$ cat config.mk
export PLATFORM = sky130hd
export DESIGN_NAME = alu_sequencer_flat
export DESIGN_NICKNAME = d
export VERILOG_FILES = /design/src/rtl/alu_sequencer_if.sv /design/src/rtl/alu_sequencer.sv /design/src/flat_wrapper.sv
export SDC_FILE = /design/constraint.sdc
export NUM_CORES = 1
export LEC_CHECK = 0
export ABC_AREA = 1
export ABC_CLOCK_PERIOD_IN_PS = 1400
export BUFFER_PORTS_ARGS = -buffer_cell sky130_fd_sc_hd__buf_2
export CORE_AREA = 2 2 67 69
export DETAILED_ROUTE_END_ITERATION = 8
export DIE_AREA = 0 0 69 71
export GPL_ROUTABILITY_DRIVEN = 0
export GPL_TIMING_DRIVEN = 0
export PLACE_DENSITY = 0.72
export SYNTH_ARGS = -nofsm -noshare
export SYNTH_HDL_FRONTEND = slang
export SYNTH_SLANG_ARGS = --single-unit
$ cat constraint.sdc
create_clock -name clk -period 1.4 [get_ports clk]
set_clock_uncertainty 0.2 [all_clocks]
set_input_delay 0.42 -clock clk [delete_from_list [all_inputs] [get_ports clk]]
set_output_delay 0.42 -clock clk [all_outputs]
set_load 0.02 [all_outputs]
$ cat src/rtl/alu_sequencer_if.sv
`default_nettype none
// ============================================================================
//  Module      : alu_sequencer_if
//  Description : Command / response handshake bundle between a host and the
//                ALU sequencer.
//                Ports (slave view = sequencer side):
//                  cmd_valid/cmd_ready/cmd_op/cmd_data : command channel
//                  rsp_valid/rsp_ready/rsp_data/rsp_error : response channel
//                  err_clear : host request to leave the error state
//  Revision    : 1.0  initial release
// ============================================================================
interface alu_sequencer_if #(
    parameter int WIDTH = 8
);
    logic             cmd_valid;
    logic             cmd_ready;
    logic [2:0]       cmd_op;
    logic [WIDTH-1:0] cmd_data;
    logic             rsp_valid;
    logic             rsp_ready;
    logic [WIDTH-1:0] rsp_data;
    logic             rsp_error;
    logic             err_clear;

    // Host side
    modport master (
        output cmd_valid, cmd_op, cmd_data, rsp_ready, err_clear,
        input  cmd_ready, rsp_valid, rsp_data, rsp_error
    );

    // Sequencer side
    modport slave (
        input  cmd_valid, cmd_op, cmd_data, rsp_ready, err_clear,
        output cmd_ready, rsp_valid, rsp_data, rsp_error
    );
endinterface
`default_nettype wire

$ cat src/rtl/alu_sequencer.sv
`default_nettype none
// ============================================================================
//  Module      : alu_sequencer
//  Description : Command-driven controller for the 8-bit accumulator ALU.
//                Accepts one command at a time, drives ALU operand and mux
//                selects, waits the ALU latency, commits the result to the
//                accumulator and returns it with an overflow flag.
//  Ports       : clk          rising-edge clock
//                rst          asynchronous active-high reset
//                bus          command/response handshake (slave modport)
//                alu_num2     ALU second operand
//                alu_in_sel   one-hot {clear, load_operand, writeback}
//                alu_out_sel  one-hot {mult, sub, add, not, xor, or, and}
//                alu_result   ALU output
//                alu_overflow ALU overflow flag
//                state        current state encoding
//  Revision    : 1.0  initial release
// ============================================================================
module alu_sequencer #(
    parameter int WIDTH   = 8,
    parameter int ALU_LAT = 2
) (
    input  wire logic             clk,
    input  wire logic             rst,
    alu_sequencer_if.slave        bus,
    output logic [WIDTH-1:0]      alu_num2,
    output logic [2:0]            alu_in_sel,
    output logic [6:0]            alu_out_sel,
    input  wire logic [WIDTH-1:0] alu_result,
    input  wire logic             alu_overflow,
    output logic [2:0]            state
);

    typedef enum logic [2:0] {
        S_IDLE  = 3'd0,
        S_ISSUE = 3'd1,
        S_WAIT  = 3'd2,
        S_RESP  = 3'd3,
        S_ERROR = 3'd4
    } state_t;

    localparam logic [2:0] c_OP_XOR  = 3'd3;
    localparam logic [2:0] c_OP_NOT  = 3'd2;
    localparam logic [2:0] c_OP_ADD  = 3'd4;
    localparam logic [2:0] c_OP_SUB  = 3'd5;
    localparam logic [2:0] c_OP_MULT = 3'd6;
    localparam logic [2:0] c_OP_LOAD = 3'd7;
    localparam logic [3:0] c_LAT_LAST = 4'(ALU_LAT - 1);

    localparam logic [2:0] c_IN_HOLD  = 3'b000;
    localparam logic [2:0] c_IN_WB    = 3'b001;
    localparam logic [2:0] c_IN_LOAD  = 3'b010;
    localparam logic [2:0] c_IN_CLEAR = 3'b100;

    state_t           r_state;
    state_t           w_nextState;
    logic [2:0]       w_inSel;
    logic [6:0]       w_opSel;
    logic             w_accept;
    logic             w_isArith;

    logic [2:0]       r_op;
    logic [WIDTH-1:0] r_data;
    logic [3:0]       r_count;
    logic             r_rspValid;
    logic [WIDTH-1:0] r_rspData;
    logic             r_rspError;
    logic [WIDTH-1:0] r_num2;
    logic [6:0]       r_outSel;
    logic             r_firstResp;   // high only in the first RESP cycle

    assign w_accept  = bus.cmd_valid && (r_state == S_IDLE);
    assign w_isArith = (r_op == c_OP_ADD) || (r_op == c_OP_SUB) || (r_op == c_OP_MULT);

    // Output-mux select follows the ALU's unit order {mult,sub,add,not,xor,
    // or,and}, where NOT and XOR sit in the opposite order to their opcodes.
    always_comb begin
        w_opSel = 7'd1 << bus.cmd_op;
        case (bus.cmd_op)
            c_OP_NOT: w_opSel = 7'b0001000;
            c_OP_XOR: w_opSel = 7'b0000100;
            default:  w_opSel = 7'd1 << bus.cmd_op;
        endcase
    end

    // ---------------------------------------------------------------- state
    always_ff @(posedge clk or posedge rst) begin
        if (rst) begin
            r_state <= S_IDLE;
        end else begin
            r_state <= w_nextState;
        end
    end

    // --------------------------------------------- next state / input select
    always_comb begin
        w_nextState = r_state;
        w_inSel     = c_IN_HOLD;
        case (r_state)
            S_IDLE: begin
                if (bus.cmd_valid) w_nextState = S_ISSUE;
            end
            S_ISSUE: begin
                if (r_op == c_OP_LOAD) begin
                    w_inSel     = c_IN_LOAD;
                    w_nextState = S_RESP;
                end else begin
                    w_nextState = S_WAIT;
                end
            end
            S_WAIT: begin
                if (r_count == c_LAT_LAST) w_nextState = S_RESP;
            end
            S_RESP: begin
                // LOAD already landed in ISSUE; an overflowed result is dropped.
                if (r_firstResp && (r_op != c_OP_LOAD) && !r_rspError) begin
                    w_inSel = c_IN_WB;
                end
                if (bus.rsp_ready) begin
                    w_nextState = r_rspError ? S_ERROR : S_IDLE;
                end
            end
            S_ERROR: begin
                if (bus.err_clear) begin
                    w_inSel     = c_IN_CLEAR;
                    w_nextState = S_IDLE;
                end
            end
            default: begin
                w_nextState = S_IDLE;
            end
        endcase
    end

    // ------------------------------------------------------------ datapath
    always_ff @(posedge clk or posedge rst) begin
        if (rst) begin
            r_op        <= 3'd0;
            r_data      <= '0;
            r_count     <= 4'd0;
            r_rspValid  <= 1'b0;
            r_rspData   <= '0;
            r_rspError  <= 1'b0;
            r_num2      <= '0;
            r_outSel    <= 7'd0;
            r_firstResp <= 1'b0;
        end else begin
            case (r_state)
                S_IDLE: begin
                    if (w_accept) begin
                        r_op   <= bus.cmd_op;
                        r_data <= bus.cmd_data;
                        r_num2 <= bus.cmd_data;
                        if (bus.cmd_op != c_OP_LOAD) r_outSel <= w_opSel;
                    end
                end
                S_ISSUE: begin
                    r_count <= 4'd0;
                    if (r_op == c_OP_LOAD) begin
                        r_rspData   <= r_data;
                        r_rspError  <= 1'b0;
                        r_rspValid  <= 1'b1;
                        r_firstResp <= 1'b1;
                    end
                end
                S_WAIT: begin
                    r_count <= r_count + 4'd1;
                    if (r_count == c_LAT_LAST) begin
                        r_rspData   <= alu_result;
                        r_rspError  <= alu_overflow && w_isArith;
                        r_rspValid  <= 1'b1;
                        r_firstResp <= 1'b1;
                    end
                end
                S_RESP: begin
                    r_firstResp <= 1'b0;
                    if (bus.rsp_ready) r_rspValid <= 1'b0;
                end
                S_ERROR: begin
                    // Error flag stays visible for the whole ERROR stay.
                    if (bus.err_clear) r_rspError <= 1'b0;
                end
                default: begin
                    r_rspValid  <= 1'b0;
                    r_rspError  <= 1'b0;
                    r_firstResp <= 1'b0;
                end
            endcase
        end
    end

    assign bus.cmd_ready = (r_state == S_IDLE);
    assign bus.rsp_valid = r_rspValid;
    assign bus.rsp_data  = r_rspData;
    assign bus.rsp_error = r_rspError;
    assign alu_num2      = r_num2;
    assign alu_in_sel    = w_inSel;
    assign alu_out_sel   = r_outSel;
    assign state         = r_state;

endmodule
`default_nettype wire

$ cat src/flat_wrapper.sv
// flat-port wrapper written by rule: the top's interface ports become plain ports
module alu_sequencer_flat 
#(
    parameter int WIDTH   = 8,
    parameter int ALU_LAT = 2
)
  (clk, rst, alu_num2, alu_in_sel, alu_out_sel, alu_result, alu_overflow, state, bus_cmd_valid, bus_cmd_op, bus_cmd_data, bus_rsp_ready, bus_err_clear, bus_cmd_ready, bus_rsp_valid, bus_rsp_data, bus_rsp_error);
  alu_sequencer_if #(.WIDTH(WIDTH)) bus_i ();
  input  wire logic clk;
  input  wire logic rst;
  output logic [WIDTH-1:0] alu_num2;
  output logic [2:0] alu_in_sel;
  output logic [6:0] alu_out_sel;
  input  wire logic [WIDTH-1:0] alu_result;
  input  wire logic alu_overflow;
  output logic [2:0] state;
  input wire logic [$bits(bus_i.cmd_valid)-1:0] bus_cmd_valid;
  input wire logic [$bits(bus_i.cmd_op)-1:0] bus_cmd_op;
  input wire logic [$bits(bus_i.cmd_data)-1:0] bus_cmd_data;
  input wire logic [$bits(bus_i.rsp_ready)-1:0] bus_rsp_ready;
  input wire logic [$bits(bus_i.err_clear)-1:0] bus_err_clear;
  output wire logic [$bits(bus_i.cmd_ready)-1:0] bus_cmd_ready;
  output wire logic [$bits(bus_i.rsp_valid)-1:0] bus_rsp_valid;
  output wire logic [$bits(bus_i.rsp_data)-1:0] bus_rsp_data;
  output wire logic [$bits(bus_i.rsp_error)-1:0] bus_rsp_error;
  assign bus_i.cmd_valid = bus_cmd_valid;
  assign bus_i.cmd_op = bus_cmd_op;
  assign bus_i.cmd_data = bus_cmd_data;
  assign bus_i.rsp_ready = bus_rsp_ready;
  assign bus_i.err_clear = bus_err_clear;
  assign bus_cmd_ready = bus_i.cmd_ready;
  assign bus_rsp_valid = bus_i.rsp_valid;
  assign bus_rsp_data = bus_i.rsp_data;
  assign bus_rsp_error = bus_i.rsp_error;
  alu_sequencer #(.WIDTH(WIDTH), .ALU_LAT(ALU_LAT)) u_core (.clk(clk), .rst(rst), .bus(bus_i), .alu_num2(alu_num2), .alu_in_sel(alu_in_sel), .alu_out_sel(alu_out_sel), .alu_result(alu_result), .alu_overflow(alu_overflow), .state(state));
endmodule
==> impl_metrics.py <==
metrics = {
    "detailed_routing": {
        "drt_iter0_drc": 107,
        "ant_nets": 0,
        "vias": 1977,
        "routedWlPerCell_um": 14.9,
        "drt_drc_violations_left": 0,
        "drt_wl_total_um": 5950,
        "vias_per_cell": 4.95,
        "dr.pass1.iters": 4,
    },
    "status": {
        "status": "finished, violations left",
        "violations": "negative setup slack",
    },
    "placement": {
        "hpwl_um": 2960,
        "dp.cells": 330,
        "port_buffers": 56,
    },
    "synth": {
        "yosysMostFrequentCell": "nand2_1",
        "yosysSeqAreaShare_pct": 50.2,
        "synth_cell_type_count": 25,
        "synthTopCellsByCount": "nand2_1, dfrtp_1, inv_1",
        "synth_area_leaders": "dfrtp_1, nand2_1, nand3_1",
        "postSynthAreaPerCell_um2": 8.09,
        "synth.top_cell.area_share_pct": 50.2,
        "synthCells": 222,
        "yosys_warnings": 0,
        "netlist_area_um2": 1800,
        "yosys_register_bits": 36,
        "ys_async_sr_fraction_pct": 100,
        "synth_fp_nets": 249,
        "yosysTopAreaCell": "dfrtp_1",
        "synth_edf_count": 0,
        "synth_flop_cell": "dfrtp_1",
    },
    "setup_path": {
        "criticalPathCategory": "reg2out",
        "cp.arrival_ns": 1.25,
        "required_ns": 0.78,
        "start_kind": "register",
        "r2r_cells": 10,
        "end_kind": "primary output",
        "cp_max_fo": 3,
    },
    "global_route": {
        "met1_usage_pct": 27.7,
        "antenna_found_initial": 0,
        "grt_pass1_wl_um": 8980,
        "grt_util_met3_pct": 5.56,
        "top_usage_layer": "met2",
        "grt_max_degree": 37,
        "grt_usage_pct": 23.0,
        "grt_util_met2_pct": 39.9,
        "grt_pass1_vias": 1902,
        "gr-total-overflow": 0,
    },
    "timing": {
        "setup_slack_ns": -0.473,
        "setup_tns_ns": -13.01,
        "post-route-min-period_ns": 1.87,
        "tightest_slew_ns": 0.770,
        "hold_violations": 0,
        "slew_headroom_pct": 48.5,
        "finalSetupViolations": 68,
        "report.final.slew_viol_count": 0,
        "min_period_over_period_pct": 134,
        "fmax_ghz": 0.534,
        "rsz0062_at_grt": "true",
    },
    "floorplan": {
        "dieArea_um2": 4900,
        "ios": 57,
        "initial_core_util_pct": 42.7,
        "rows": 24,
        "dieWidth_um": 69,
        "core_um2": 4200,
        "die_h_um": 71,
    },
    "clocking": {
        "cts_buffers": 5,
        "clockBufferDepth": 2,
        "h-tree-depth": 2,
        "clock_tree.root_cell": "clkbuf_8",
        "cts_tree": "done",
        "clk_pin_slew_ns": 0.07,
        "clock_sinks": 36,
        "clock_latency_ns": 0.29,
        "hold_buffers": 0,
    },
    "finish": {
        "fin_nets": 373,
        "final_cell_count_no_fill": 399,
        "drive_gt1_share_pct": 53.3,
        "num_antenna_cells": 0,
        "syn2layout_area_growth_pct": 81.9,
    },
    "power_and_ir_drop": {
        "p_leak_nw": 1.71,
        "p_per_area_nw_per_um2": 2510,
        "ir_worst_vdd_v": 0.00135,
    },
    "hold_path": {
        "hold_path_class": "in2async",
    },
    "flow_run": {
        "cap_viol_max_count": 0,
    },
}
-- sequential cells by signal (all words and copies together) (netlist names) --
register              count
u_core.alu_out_sel        7
u_core.bus.rsp_data       8
u_core.bus.rsp_error      1
u_core.bus.rsp_valid      1
u_core.r_count            4
u_core.r_data             8
u_core.r_firstResp        1
u_core.r_op               3
u_core.state              3
-- stage by stage --
step / total power [mW] / instance area (um^2) / hold slack, ns / setup WS (ns) / utilization (%)
final: 8.18 / 3270 / 0.0624 / -0.473 / 77.7
after detailed placement: 4.71 / 2220 / 0.260 / -0.274 / 52.8
after floorplan: 3.90 / 1870 / 0.173 / -0.197 / -
after global routing: 8.68 / 3270 / 0.116 / -0.551 / 77.7
after CTS: 7.26 / 2950 / 0.0921 / -0.440 / 70.1
after global placement: 4.65 / 2220 / 0.256 / -0.265 / 52.8
-- report_power, final --
part           total (mW)  switching (mW)  internal [mW]  leakage (nW)
Combinational        5.53            2.75           2.78          1.21
Clock               0.746           0.345          0.401        0.0455
Sequential           1.91           0.399           1.51         0.457
-- worst max-delay path, stage by stage (launching register included) --
cell and delay, ns:
dfrtp_2 0.44, nor2_4 0.18, inv_2 0.07, nor3_4 0.12
buf_6 0.14
-- worst paths after layout --
check | startpoint | end | slack [ns]
worst max-delay path | u_core.state[0]$_DFFE_PP0P_ | alu_in_sel[2] | -0.47
worst min-delay path | rst | u_core.r_data[1]$_DFFE_PP0P_ | 0.06
worst max register to register | u_core.state[1]$_DFFE_PP0P_ | u_core.bus.rsp_valid$_DFFE_PP0P_ | -0.35
worst min register to register | u_core.bus.rsp_data[6]$_DFFE_PP0P_ | u_core.bus.rsp_data[6]$_DFFE_PP0P_ | 0.30
max in group asynchronous | rst | u_core.state[0]$_DFFE_PP0P_ | 0.47
min in group clk | bus_cmd_data[3] | u_core.r_data[3]$_DFFE_PP0P_ | 0.13
-- layout by cell type (no fill, tap or decap), drive strengths merged --
cell and n:
clkinv 1, nor3 1, ha 2, nand3 25
nand2 82, nor2 18, dfrtp 36, buf 118
a21oi 2, o22ai 1, a22oi 1, nand4 1
o211ai 1, clkbuf 9, clkinvlp 1, o21ai 20
inv 28
-- layer usage --
| metal | wire (um) | up-vias |
|---|---|---|
| li1 | - | 956 |
| met1 | 2210 | 938 |
| met2 | 3260 | 66 |
| met3 | 298 | 17 |
| met4 | 173 | 0 |
| met5 | 0 | - |
-- layout make-up --
cell class	count	area, um^2
Timing Repair Buffer	115	1040
Multi-Input combinational cell	154	980
Clock buffer	8	90.1
Buffer	4	52.6
Sequential cell	36	905
Tap cell	52	65.1
Inverter	29	130
Fill cell	282	938
Timing Repair inverter	1	6.26
-- cell families (layout without fill, tap and decap cells) --
| group | Yosys count | after routing | synth area share [%] |
|---|---|---|---|
| compound gates | 25 | 25 | 8.57 |
| simple gates | 126 | 127 | 31.7 |
| flops | 36 | 36 | 50.2 |
| buf+inv | 33 | 157 | 8.15 |
| fa+ha+maj | 2 | 2 | 1.39 |
-- timing repair --
item | CTS | global route
gates resized for setup | 94 | 49
buffers inserted | 38 | 20
pin swaps | 10 | 19
endpoints found under the setup margin | 67 | 68
gates cloned | 4 | 1
No activity file was read; power rests on OpenSTA's default activity.
